## config.mk

```make
export PLATFORM = sky130hd
export DESIGN_NAME = led_uart_reporter
export DESIGN_NICKNAME = d
export VERILOG_FILES = /design/src/rtl/led_uart_pkg.sv /design/src/rtl/led_uart_reporter_sync_fifo.sv /design/src/rtl/led_uart_reporter.sv
export SDC_FILE = /design/constraint.sdc
export NUM_CORES = 1
export LEC_CHECK = 0
export ABC_AREA = 1
export CORE_MARGIN = 5
export CORE_UTILIZATION = 40
export CTS_BUF_LIST = sky130_fd_sc_hd__clkbuf_16
export DETAILED_ROUTE_END_ITERATION = 8
export PLACE_DENSITY_LB_ADDON = 0.3
export SYNTH_ARGS = -nofsm -noshare
export SYNTH_HDL_FRONTEND = slang
export SYNTH_SLANG_ARGS = --single-unit
export TNS_END_PERCENT = 10
```

## constraint.sdc

```tcl
create_clock -name clk -period 2.1 [get_ports clk]
set_input_delay 0.315 -clock clk [delete_from_list [all_inputs] [get_ports clk]]
set_output_delay 0.315 -clock clk [all_outputs]
set_load 0.1 [all_outputs]
```

## src/rtl/led_uart_pkg.sv

```systemverilog
// Shared types and constants for the LED-to-UART reporter.
package led_uart_pkg;

    typedef enum logic [1:0] {
        IDLE  = 2'd0,
        START = 2'd1,
        DATA  = 2'd2,
        STOP  = 2'd3
    } tx_state_t;

    localparam logic UART_IDLE_LEVEL = 1'b1;
    localparam int   UART_DATA_BITS  = 8;

endpackage

```

## src/rtl/led_uart_reporter_sync_fifo.sv

```systemverilog
// Small synchronous FIFO with a combinational head. The read and write
// pointers carry one extra wrap bit so that full and empty can be told apart.
module sync_fifo #(
    parameter int WIDTH = 8,
    parameter int DEPTH = 4
) (
    input  logic                     clk,
    input  logic                     reset,
    input  logic                     push,
    input  logic [WIDTH-1:0]         push_data,
    input  logic                     pop,
    output logic [WIDTH-1:0]         pop_data,
    output logic                     full,
    output logic                     empty,
    output logic [$clog2(DEPTH):0]   level
);

    localparam int AW = $clog2(DEPTH);

    logic [AW:0]      wr_ptr_q, wr_ptr_d;
    logic [AW:0]      rd_ptr_q, rd_ptr_d;
    logic [WIDTH-1:0] mem_q [DEPTH];
    logic             do_push;
    logic             do_pop;

    assign empty    = (wr_ptr_q == rd_ptr_q);
    assign full     = (wr_ptr_q[AW] != rd_ptr_q[AW]) &&
                      (wr_ptr_q[AW-1:0] == rd_ptr_q[AW-1:0]);
    assign level    = wr_ptr_q - rd_ptr_q;
    assign pop_data = mem_q[rd_ptr_q[AW-1:0]];

    // A push into a full FIFO is still legal when the head leaves in the same cycle.
    always_comb begin
        do_pop   = pop && !empty;
        do_push  = push && (!full || do_pop);
        wr_ptr_d = wr_ptr_q;
        rd_ptr_d = rd_ptr_q;
        if (do_push) begin
            wr_ptr_d = wr_ptr_q + 1'b1;
        end
        if (do_pop) begin
            rd_ptr_d = rd_ptr_q + 1'b1;
        end
    end

    // Pointer registers.
    always_ff @(posedge clk or posedge reset) begin
        if (reset) begin
            wr_ptr_q <= '0;
            rd_ptr_q <= '0;
        end else begin
            wr_ptr_q <= wr_ptr_d;
            rd_ptr_q <= rd_ptr_d;
        end
    end

    // Storage; contents are don't-care while the pointers say empty, so no reset.
    always_ff @(posedge clk) begin
        if (do_push) begin
            mem_q[wr_ptr_q[AW-1:0]] <= push_data;
        end
    end

endmodule

```

## src/rtl/led_uart_reporter.sv

```systemverilog
// Watches the CPU LED bus, queues every new value and sends each one out
// as an 8N1 UART frame so firmware progress can be logged off-chip.
module led_uart_reporter
    import led_uart_pkg::*;
#(
    parameter int CLKS_PER_BIT = 16,
    parameter int FIFO_DEPTH   = 4
) (
    input  logic                          clk,
    input  logic                          reset,
    input  logic [7:0]                    led,
    output logic                          tx,
    output logic                          busy,
    output logic                          overflow,
    output logic [$clog2(FIFO_DEPTH):0]   fifo_level
);

    localparam int               CW        = $clog2(CLKS_PER_BIT);
    localparam logic [CW-1:0]    BAUD_LAST = CW'(CLKS_PER_BIT - 1);
    localparam logic [2:0]       BIT_LAST  = 3'(UART_DATA_BITS - 1);

    logic [7:0]    led_q, led_d;
    logic          overflow_q, overflow_d;
    tx_state_t     state_q, state_d;
    logic [7:0]    shift_q, shift_d;
    logic [CW-1:0] baud_cnt_q, baud_cnt_d;
    logic [2:0]    bit_idx_q, bit_idx_d;
    logic          tx_q, tx_d;

    logic          led_change;
    logic          fifo_pop;
    logic          fifo_full;
    logic          fifo_empty;
    logic [7:0]    fifo_head;

    sync_fifo #(
        .WIDTH (8),
        .DEPTH (FIFO_DEPTH)
    ) u_fifo (
        .clk       (clk),
        .reset     (reset),
        .push      (led_change),
        .push_data (led),
        .pop       (fifo_pop),
        .pop_data  (fifo_head),
        .full      (fifo_full),
        .empty     (fifo_empty),
        .level     (fifo_level)
    );

    assign led_change = (led != led_q);
    assign busy       = (state_q != IDLE);
    assign overflow   = overflow_q;
    assign tx         = tx_q;

    // Change detector and sticky overflow; a drop only happens when full with no pop.
    always_comb begin
        led_d      = led;
        overflow_d = overflow_q;
        if (led_change && fifo_full && !fifo_pop) begin
            overflow_d = 1'b1;
        end
    end

    // TX FSM next state: one bit period per state visit, eight visits of DATA.
    always_comb begin
        state_d    = state_q;
        shift_d    = shift_q;
        bit_idx_d  = bit_idx_q;
        baud_cnt_d = baud_cnt_q + 1'b1;
        fifo_pop   = 1'b0;
        unique case (state_q)
            IDLE: begin
                baud_cnt_d = '0;
                if (!fifo_empty) begin
                    fifo_pop = 1'b1;
                    shift_d  = fifo_head;
                    state_d  = START;
                end
            end
            START: begin
                if (baud_cnt_q == BAUD_LAST) begin
                    baud_cnt_d = '0;
                    bit_idx_d  = '0;
                    state_d    = DATA;
                end
            end
            DATA: begin
                if (baud_cnt_q == BAUD_LAST) begin
                    baud_cnt_d = '0;
                    shift_d    = {1'b0, shift_q[7:1]};
                    if (bit_idx_q == BIT_LAST) begin
                        state_d = STOP;
                    end else begin
                        bit_idx_d = bit_idx_q + 1'b1;
                    end
                end
            end
            STOP: begin
                if (baud_cnt_q == BAUD_LAST) begin
                    baud_cnt_d = '0;
                    state_d    = IDLE;
                end
            end
            default: begin
                baud_cnt_d = '0;
                state_d    = IDLE;
            end
        endcase
    end

    // Line level decoded from the next state so the registered pin moves with the state.
    always_comb begin
        tx_d = UART_IDLE_LEVEL;
        case (state_d)
            START:   tx_d = 1'b0;
            DATA:    tx_d = shift_d[0];
            default: tx_d = UART_IDLE_LEVEL;
        endcase
    end

    // State registers; reset aborts any frame in flight and returns the line high.
    always_ff @(posedge clk or posedge reset) begin
        if (reset) begin
            led_q      <= '0;
            overflow_q <= 1'b0;
            state_q    <= IDLE;
            shift_q    <= '0;
            baud_cnt_q <= '0;
            bit_idx_q  <= '0;
            tx_q       <= UART_IDLE_LEVEL;
        end else begin
            led_q      <= led_d;
            overflow_q <= overflow_d;
            state_q    <= state_d;
            shift_q    <= shift_d;
            baud_cnt_q <= baud_cnt_d;
            bit_idx_q  <= bit_idx_d;
            tx_q       <= tx_d;
        end
    end

endmodule
```

== Word-level counts from Yosys, hierarchy flattened ==
Memories as Yosys holds them, arrays and structs flattened.
Index checks and enable logic that the tools add are counted.
Storage, ports and cells
  input port bits: 10
  memories: 1
  register bits after elaboration: 33
  bits in latches: 0
  bits in read-only memories: 0
  word-level logic and storage cells: 67
  bits in writable memories: 32
  output and inout bits: 6
Operators by class
  bitwise gates (word level): 0
  order comparisons: 0
  div/mod/pow operators: 0
  reductions and logical operators: 16
  add/sub/neg operators: 5
  shifts and indexed selects: 0
  mux-type cells: 20
  eq/ne operators: 15
  $mul: 0
Memories
  u_fifo.mem_q: words 4, width 8, rd ports 1, clocked after Yosys merged registers in 0, wr ports 1, RTL line led_uart_reporter_sync_fifo.sv:22  | logic [WIDTH-1:0] mem_q [DEPTH];
Operators by type and width (number)
  $mux W8: 2
  $pmux W8 S2: 1
  $mux W2: 5
  $add A3 B1 Y3 const B: 3
  $mux W3: 3
  $ne A2 B2 Y1 const B: 4
  $ne A8 B8 Y1: 1
  $pmux W2 S4: 1
  $pmux W4 S2: 1
  $eq A2 B2 Y1 const B: 3
  $pmux W3 S2: 1
  $reduce_bool A2 Y1: 3
  $logic_and A1 B1 Y1: 5
  $add A4 B1 Y4 const B: 1
  $eq A2 B1 Y1 const B: 2
  $eq A4 B4 Y1 const B: 1
  $mux W1: 4
  $mux W4: 1
  $reduce_and A4 Y1: 1
  $eq A3 B3 Y1: 1
  $eq A3 B3 Y1 const B: 1
  $logic_not A1 Y1: 3
  $reduce_and A3 Y1: 1
  $reduce_or A3 Y1: 1
  other kinds (6): 6

== Longest topological paths before layout ==
Gate-level depths: netlist of the first run.
  depth after elaboration: 8
  depth in mapped cells: 12
  mapped depth without buffers: 11

== Modules after synthesis ==
From an unflattened synthesis of the first run, not the netlist that was laid out.
Second synthesis, totals
  cell total of the unflattened synthesis: 288
  area total of the unflattened synthesis: 2936.6 um^2
Modules (own cells, without submodules)
  sync_fifo: area an instance 1672.9 um^2, instances 1, seq. area each 1111.1 um^2, cells an instance 141
  led_uart_reporter: area an instance 1263.7 um^2, instances 1, seq. area each 676.9 um^2, cells an instance 147

== Worst setup path before layout of the first run ==
No wires, ideal clock.
  path kind: reg2out
  start point: register u_fifo.wr_ptr_q[0]
  end point: output port fifo_level[2]
  buffers on the path: 0
  setup slack: -676 ps
  cell stages (with the launch flop): 5
  required time: 1785 ps
  arrival time: 2461 ps
  cells stage by stage: dfrtp_1 inv_1 ha_1 fa_1 xor2_1
Between the ends
  word-level cells in the longest chain between the ends: 1
RTL lines
  start: declaration: RTL line led_uart_reporter_sync_fifo.sv:20  | logic [AW:0] wr_ptr_q, wr_ptr_d;
  start signal: assignment: RTL line led_uart_reporter_sync_fifo.sv:52  | wr_ptr_q <= wr_ptr_d;
  $sub A3 B3 Y3: RTL line led_uart_reporter_sync_fifo.sv:29  | assign level = wr_ptr_q - rd_ptr_q;
  end: declaration: RTL line led_uart_reporter.sv:15  | output logic [$clog2(FIFO_DEPTH):0] fifo_level
No other way between the ends.

== Final worst setup path of the first run ==
  start point: register u_fifo.rd_ptr_q[1]
  end point: output port fifo_level[2]
Between the ends
  word-level cells in the longest chain between the ends: 1
RTL lines
  start: declaration: RTL line led_uart_reporter_sync_fifo.sv:21  | logic [AW:0] rd_ptr_q, rd_ptr_d;
  start signal: assignment: RTL line led_uart_reporter_sync_fifo.sv:53  | rd_ptr_q <= rd_ptr_d;
  $sub A3 B3 Y3: RTL line led_uart_reporter_sync_fifo.sv:29
No other way between the ends.

==> results of run 1 <==
==> metal layers <==
layer	global-route usage [%]	up-vias
met5	0	-
met4	6.611	0
met3	4.262	2
met2	21.98	39
met1	16.18	883
li1	-	977
==> cells in the mapped netlist (2+ instances only) <==
cell	instances
nand2_2	6
inv_2	9
nand4_1	7
dfrtp_1	32
o22ai_1	2
inv_1	20
ha_1	10
xor2_1	5
o21ai_0	2
nand3_2	3
a21oi_1	2
nand2_1	73
buf_2	4
nor2_1	14
nand3_1	26
xnor2_1	8
edfxtp_1	32
==> what timing repair did <==
action	4_1_cts	5_1_grt
resized for setup	1	3
hold buffers	0	0
buffers inserted	0	0
endpoints found under the setup margin	1	18
==> power by group <==
group	internal [uW]	leakage (uW)	switching (uW)
Clock	785	0.000134	507
Sequential	1870	0.000692	219
Combinational	1040	0.000771	2000
==> through the flow <==
step,total power [uW],setup slack (ns)
floorplan,4210,0.07875
global placement,5082,-0.08585
detailed placement,5137,-0.1427
CTS,6477,0.02269
global route,6860,-0.01656
finish,6418,0.06212
==> final timing paths <==
path / from / to / depth (start not counted)
max: u_fifo.rd_ptr_q[1] / fifo_level[2] / 4
min: reset / baud_cnt_q[2] / 3
max reg2reg: u_fifo.wr_ptr_q[0] / u_fifo.mem_q[1][5] / 7
min reg2reg: baud_cnt_q[0] / baud_cnt_q[0] / 1
max in group asynchronous: reset / tx / 3
min in group clk: baud_cnt_q[0] / baud_cnt_q[0] / 1
==> state kept, by name, indices dropped and copies added (netlist names) <==
register / count
baud_cnt_q: 4
bit_idx_q: 3
led_q: 8
overflow: 1
shift_q: 8
state_q: 2
tx: 1
u_fifo.mem_q: 32
u_fifo.rd_ptr_q: 3
u_fifo.wr_ptr_q: 3
==> worst register-to-register path: cells and delay by family (launching register included) <==
family / cells / cell delay (ns)
simple gates: 4 / 0.81
flops: 1 / 0.37
buf+inv: 2 / 0.14
fa+ha+maj: 1 / 0.25
==> placed cells by master (no fill, tap or decap), drive strengths merged <==
cell,n
a21o,1
a21oi,3
buf,25
clkbuf,9
clkdlybuf4s50,9
clkinv,4
clkinvlp,2
dfrtp,32
dfstp,1
edfxtp,32
fa,1
ha,10
inv,31
mux2i,1
nand2,80
nand3,30
nand4,7
nor2,16
nor3,1
o21ai,4
o22a,1
o22ai,2
or2,1
xnor2,8
xor2,5
==> logic make-up after synthesis <==
group / count (synthesis)
flops: 65
compound gates: 11
xor+xnor: 13
buf+inv: 35
simple gates: 135
fa+ha+maj: 11
mux: 1
==> final cells by class <==
| class | instances | area (um^2) | area share, % |
|---|---|---|---|
| sequential | 65 | 1788 | 49.55 |
| multi-input combinational | 171 | 1002 | 27.77 |
| timing repair buffer | 34 | 315.3 | 8.738 |
| clock buffer | 9 | 225.2 | 6.241 |
| tap | 99 | 123.9 | 3.433 |
| inverter | 30 | 112.6 | 3.121 |
| clock inverter | 7 | 41.29 | 1.144 |
==> metrics, run 1 <==
# diodes 0; drc violations 0; Clock Tree Root clkbuf_16; worst clock skew 0.006168 ns; clk sinks 65; Syn Inst Count 271; crit-path max FO 10; Top Ports 16; insertion delay to the later sink of the worst-skew pair 0.32 ns; synthesis-to-layout area growth 24.10%; setup_tns 0 ns; vias 1901; CTS tree done; Max stage delay on crit path 0.44 ns; gr ovfl total 0; DRT antenna net count 0; proportion of synthesized area in mux cells 0.3442%; placed cell count 399; core area 0.007176 mm^2; Setup Crit Path Kind reg -> out; share of the synthesized area in the top cell type 33.05%; syn_area_per_cell 10.73 um^2; DR WL met2 2.606 mm; met3 wire len 214 um; Worst Hold Slack 0.3884 ns; post-synthesis cell type count 33; DR pass1 iterations 4; first-pass GRT wire length 9.039 mm; post-synthesis compound-gate area fraction 2.711%; Synth Cell Area 0.002908 mm^2; WP buf/inv 2; largest family of logic cells by synthesized area simple AND/OR/NAND/NOR gates; Post-synth EDFFs 32; total CTS buffers 9; H-tree Lvls 3; Synth Warn # 0; Layout Utilization 50.29%; critical-path cell list buf_4, fa_2, xor2_4, buf_12; nets@finish 332; max layer used met4; RD Place Congestion 0.7860; startpoint types flop; Leak 0.001597 uW; wl on met1 2.439 mm; vias in the first global route 1966; XOR/XNOR Fraction of Synth Area 3.916%; Max Freq 490.7 MHz; Data arrival, critical path 1.72 ns; RSZ-0062 raised after global routing yes; status complete, no violations; hold crit path type in -> async; crit-path leading delay family adder cells; Max-slew headroom 55.27%; Worst-Margin Slew 0.6684 ns; Final Setup Violations 0; Yosys reg bits 65; share of cells above drive strength 1 22.15%; drt total wl 5.301 mm; CP required 1.78 ns; Via density 4.581; max-cap check violation count 0; adder-cell share of the synthesized area 4.991%; post-synthesis simple-gate area fraction 21.60%; initial core utilization 40.52%; fin crit share 97.04%; critical path's slowest cell fa_2; DIE AREA 0.009074 mm^2; 1st-iter DRT viols 132; Fill cells 638; largest net degree at the start of global routing 34; Max Slew Vio Count 0; Total GRT Usage 13.52%; setup slack, reg-to-reg 0.15 ns; Final Hold Viols 0; synth top area cells edfxtp_1 (33%), dfrtp_1 (28%), nand2_1 (9.4%); final worst path period need 2.038 ns; dpl hpwl 3.828 mm; wire per inst 12.77 um; dpl cell area 0.003334 mm^2; Max Root-Sink Buffers 2; Synth area leader edfxtp_1; Layout Cells excl Fill 415; Die Span Y 95.26 um; Die W 95.26 um; asr flop ratio synth 50.77%; row count 31; ys flop type edfxtp_1; sequential area share after synthesis 61.49%; clock slew at reported path FFs 0.05 ns; Mapped Nets 292; CP Capture Type primary output; final instance area 0.003608 mm^2; power density over the cells 1778 mW/mm^2; peak supply drop 0.0009002 V; initial antenna violation count 0; IO Port Bufs 15
Note: power is estimated with default switching activity, not from simulation.
==> run 2, diff against run 1 <==
==> constraint.sdc (replaced) <==
create_clock -name clk -period 2.1 [get_ports clk]
set_input_delay 0.315 -clock clk [delete_from_list [all_inputs] [get_ports clk]]
set_output_delay 0.315 -clock clk [all_outputs]
set_load 0.005 [all_outputs]
==> run 2 against run 1 <==
Register-to-register slack is essentially flat; die area is the same; sequential share of layout area grew 0.14 points.
==> metrics, run 2 (synthesis gave the netlist of run 1 again) <==
status complete, no violations; crit-path max FO 10 (unchanged); worst clock skew 0.005502 ns (-0.0006662 ns); Fill cells 634 (-0.63%); insertion delay to the later sink of the worst-skew pair 0.32 ns (about the same); max-cap check violation count 0 (unchanged); nets@finish 332 (unchanged); Data arrival, critical path 1.72 ns (about the same); Top Ports 16 (unchanged); peak supply drop 0.0005700 V (-37%); Sw Pwr 1929 uW (-29%); 1st-iter DRT viols 71 (-46%); gr ovfl total 0 (unchanged); Max-slew headroom 52.86% (-2.4 points); DR pass1 iterations 4 (unchanged); synthesis-to-layout area growth 23.84%; Max Root-Sink Buffers 2 (unchanged); fin crit share 97.06% (about the same); core area 0.007176 mm^2 (unchanged); final worst path period need 2.038 ns (+0.0004533 ns); total CTS buffers 9 (unchanged); first-pass GRT wire length 8.894 mm (-1.6%); vias 1883 (-0.95%); Final Hold Viols 0 (unchanged); Worst-Margin Slew 0.7045 ns (+0.03607 ns); CTS tree done; Max Slew Vio Count 0 (unchanged); share of cells above drive strength 1 20.25% (-1.9 points); Setup Crit Path Kind reg -> out; Combinational Power Share 35.9% (-11 points); # diodes 0 (unchanged); Layout Utilization 50.18% (-0.10 points); Total GRT Usage 12.91% (-0.60 points); DRT antenna net count 0 (unchanged); Clk network pwr share 26.1% (+6.0 points); CP startpoint u_fifo.rd_ptr_q[1]; area of the multi-input gates 980.9 um^2 (-2.1%); Sw Ratio 34.89% (-7.6 points); setup slack, reg-to-reg 0.14 ns (about the same); Die Span Y 95.26 um (unchanged); final instance area 0.003601 mm^2 (-0.21%); clock slew at reported path FFs 0.06 ns (about the same); Hold Buf Count CTS 0 (unchanged); DIE AREA 0.009074 mm^2 (unchanged); initial antenna violation count 0 (unchanged); startpoint types flop; Reg area 0.001789 mm^2 (about the same); drt total wl 5.091 mm (-4.0%); wire per inst 12.27 um (-4.0%); hold crit path type in -> async; Die W 95.26 um (unchanged); FF-to-FF End u_fifo.mem_q[1][6]; IO Port Bufs 15 (unchanged); RR Startpoint u_fifo.wr_ptr_q[1]; Max Freq 490.6 MHz (about the same); most frequent cells in the layout nand2_1 (73), edfxtp_1 (32), dfrtp_1 (31); Max stage delay on crit path 0.43 ns (about the same); max reg flops 32 (unchanged); cells on worst reg2reg path 6 (-1); sequential group share of total power 38.0% (+5.5 points); largest net degree at the start of global routing 34 (unchanged); CP required 1.78 ns (about the same); worst setup path endpoint fifo_level[2]; Final Setup Violations 0 (unchanged); CP Capture Type primary output; dpl hpwl 3.742 mm (-2.3%); initial core utilization 40.52% (unchanged); leading cell type in the layout, fill and taps excluded nand2_1; row count 31 (unchanged); H-tree Lvls 3 (unchanged); drc violations 0 (unchanged); Via density 4.537 (-0.95%); power density over the cells 1536 mW/mm^2 (-14%); clk sinks 65 (unchanged); Internal 3600 uW (-2.5%); Leak 0.001592 uW (-0.31%); vias in the first global route 1906 (-3.1%); critical-path cell list buf_6, fa_1, xor2_1, dlygate4sd2_1; RD Place Congestion 0.7373 (-6.2%); Clock Tree Root clkbuf_16; dpl cell area 0.003293 mm^2 (-1.2%); critical path's slowest cell fa_1; RSZ-0062 raised after global routing no
-- run 2: cell count changes in the layout (fill, tap and decap cells not counted), sizes merged --
| cell | delta |
|---|---|
| clkdlybuf4s50 | +4 |
| clkinvlp | +1 |
| bufinv | +1 |
| buf | -6 |
| dlymetal6s2s | +1 |
| dlygate4sd2 | +1 |
| inv | -2 |
-- run 2: final cells by class --
cell class                      count  area share, %
Clock buffer                        9          6.254
Tap cell                           99          3.440
Sequential cell                    65          49.69
Multi-Input combinational cell    171          27.24
Inverter                           30          3.127
Clock inverter                      7          1.981
Timing Repair Buffer               34          8.270
-- run 2: metal layers --
metal,wire length (um),global-route usage (%)
met2,2478,20.52
met4,84,6.851
met3,121,2.368
met1,2407,16.75
met5,0,0
-- run 2: critical path, delay by kind of cell, from the launching register on --
kind,cells,cell delay [ns]
adders and majority gates,1,0.43
DFF,1,0.39
xor gates and xnor gates,1,0.17
buffers and inverters,2,0.41
-- run 2: worst min path at each step --
| stage | start | endpoint | slack (ns) | depth (start not counted) |
|---|---|---|---|---|
| detailed placement | overflow | overflow | 0.44 | 1 |
| CTS | reset | baud_cnt_q[3] | 0.42 | 3 |
| finish | reset | bit_idx_q[1] | 0.39 | 3 |
| floorplan | led[0] | led_q[0] | 0.35 | 0 |
| global route | reset | bit_idx_q[0] | 0.46 | 3 |
| global placement | overflow | overflow | 0.44 | 1 |
-- run 2: timing repair --
action / 4_1_cts / 5_1_grt
setup endpoints to repair: 2 / 10
gates resized for setup: 2 / 4
pin swaps: 0 / 0
endpoints found under the hold margin: 0 / 0
buffers inserted: 0 / 0
-- run 2: power by group through the flow --
stage / registers (uW) / logic, uW / clock network [uW]
2_1_floorplan: 2060 / 1370 / 0
3_3_place_gp: 2120 / 1990 / 0
3_5_place_dp: 2120 / 2030 / 0
4_1_cts: 2100 / 2020 / 1470
5_1_grt: 2150 / 2280 / 1530
6_report: 2100 / 1980 / 1440
-- run 2: stage by stage --
| step | setup TNS [ns] | cells | total power (uW) | hold WS, ns | worst slack, ns |
|---|---|---|---|---|---|
| 6_report | 0 | 415 | 5530 | 0.3878 | 0.06167 |
| 5_1_grt | 0 | 415 | 5961 | 0.4563 | 0.008391 |
| 4_1_cts | -0.1300 | 415 | 5597 | 0.4161 | -0.1300 |
| 3_5_place_dp | -1.645 | 399 | 4145 | 0.4440 | -0.1514 |
| 3_3_place_gp | -0.8624 | 399 | 4102 | 0.4395 | -0.06831 |
| 2_1_floorplan | 0 | 271 | 3434 | 0.3464 | 0.1011 |
==> run 3, diff against run 2 <==
--- a/config.mk
+++ b/config.mk
@@ -6,9 +6,11 @@
 export NUM_CORES = 1
 export LEC_CHECK = 0
 export ABC_AREA = 1
+export CAP_MARGIN = 20
 export CORE_MARGIN = 5
 export CORE_UTILIZATION = 40
 export CTS_BUF_LIST = sky130_fd_sc_hd__clkbuf_16
+export CTS_CLUSTER_DIAMETER = 40
 export DETAILED_ROUTE_END_ITERATION = 8
 export PLACE_DENSITY_LB_ADDON = 0.3
 export SYNTH_ARGS = -nofsm -noshare
==> results of run 3 <==
No change in the layout: final DEF, timing and power equal those of run 2.
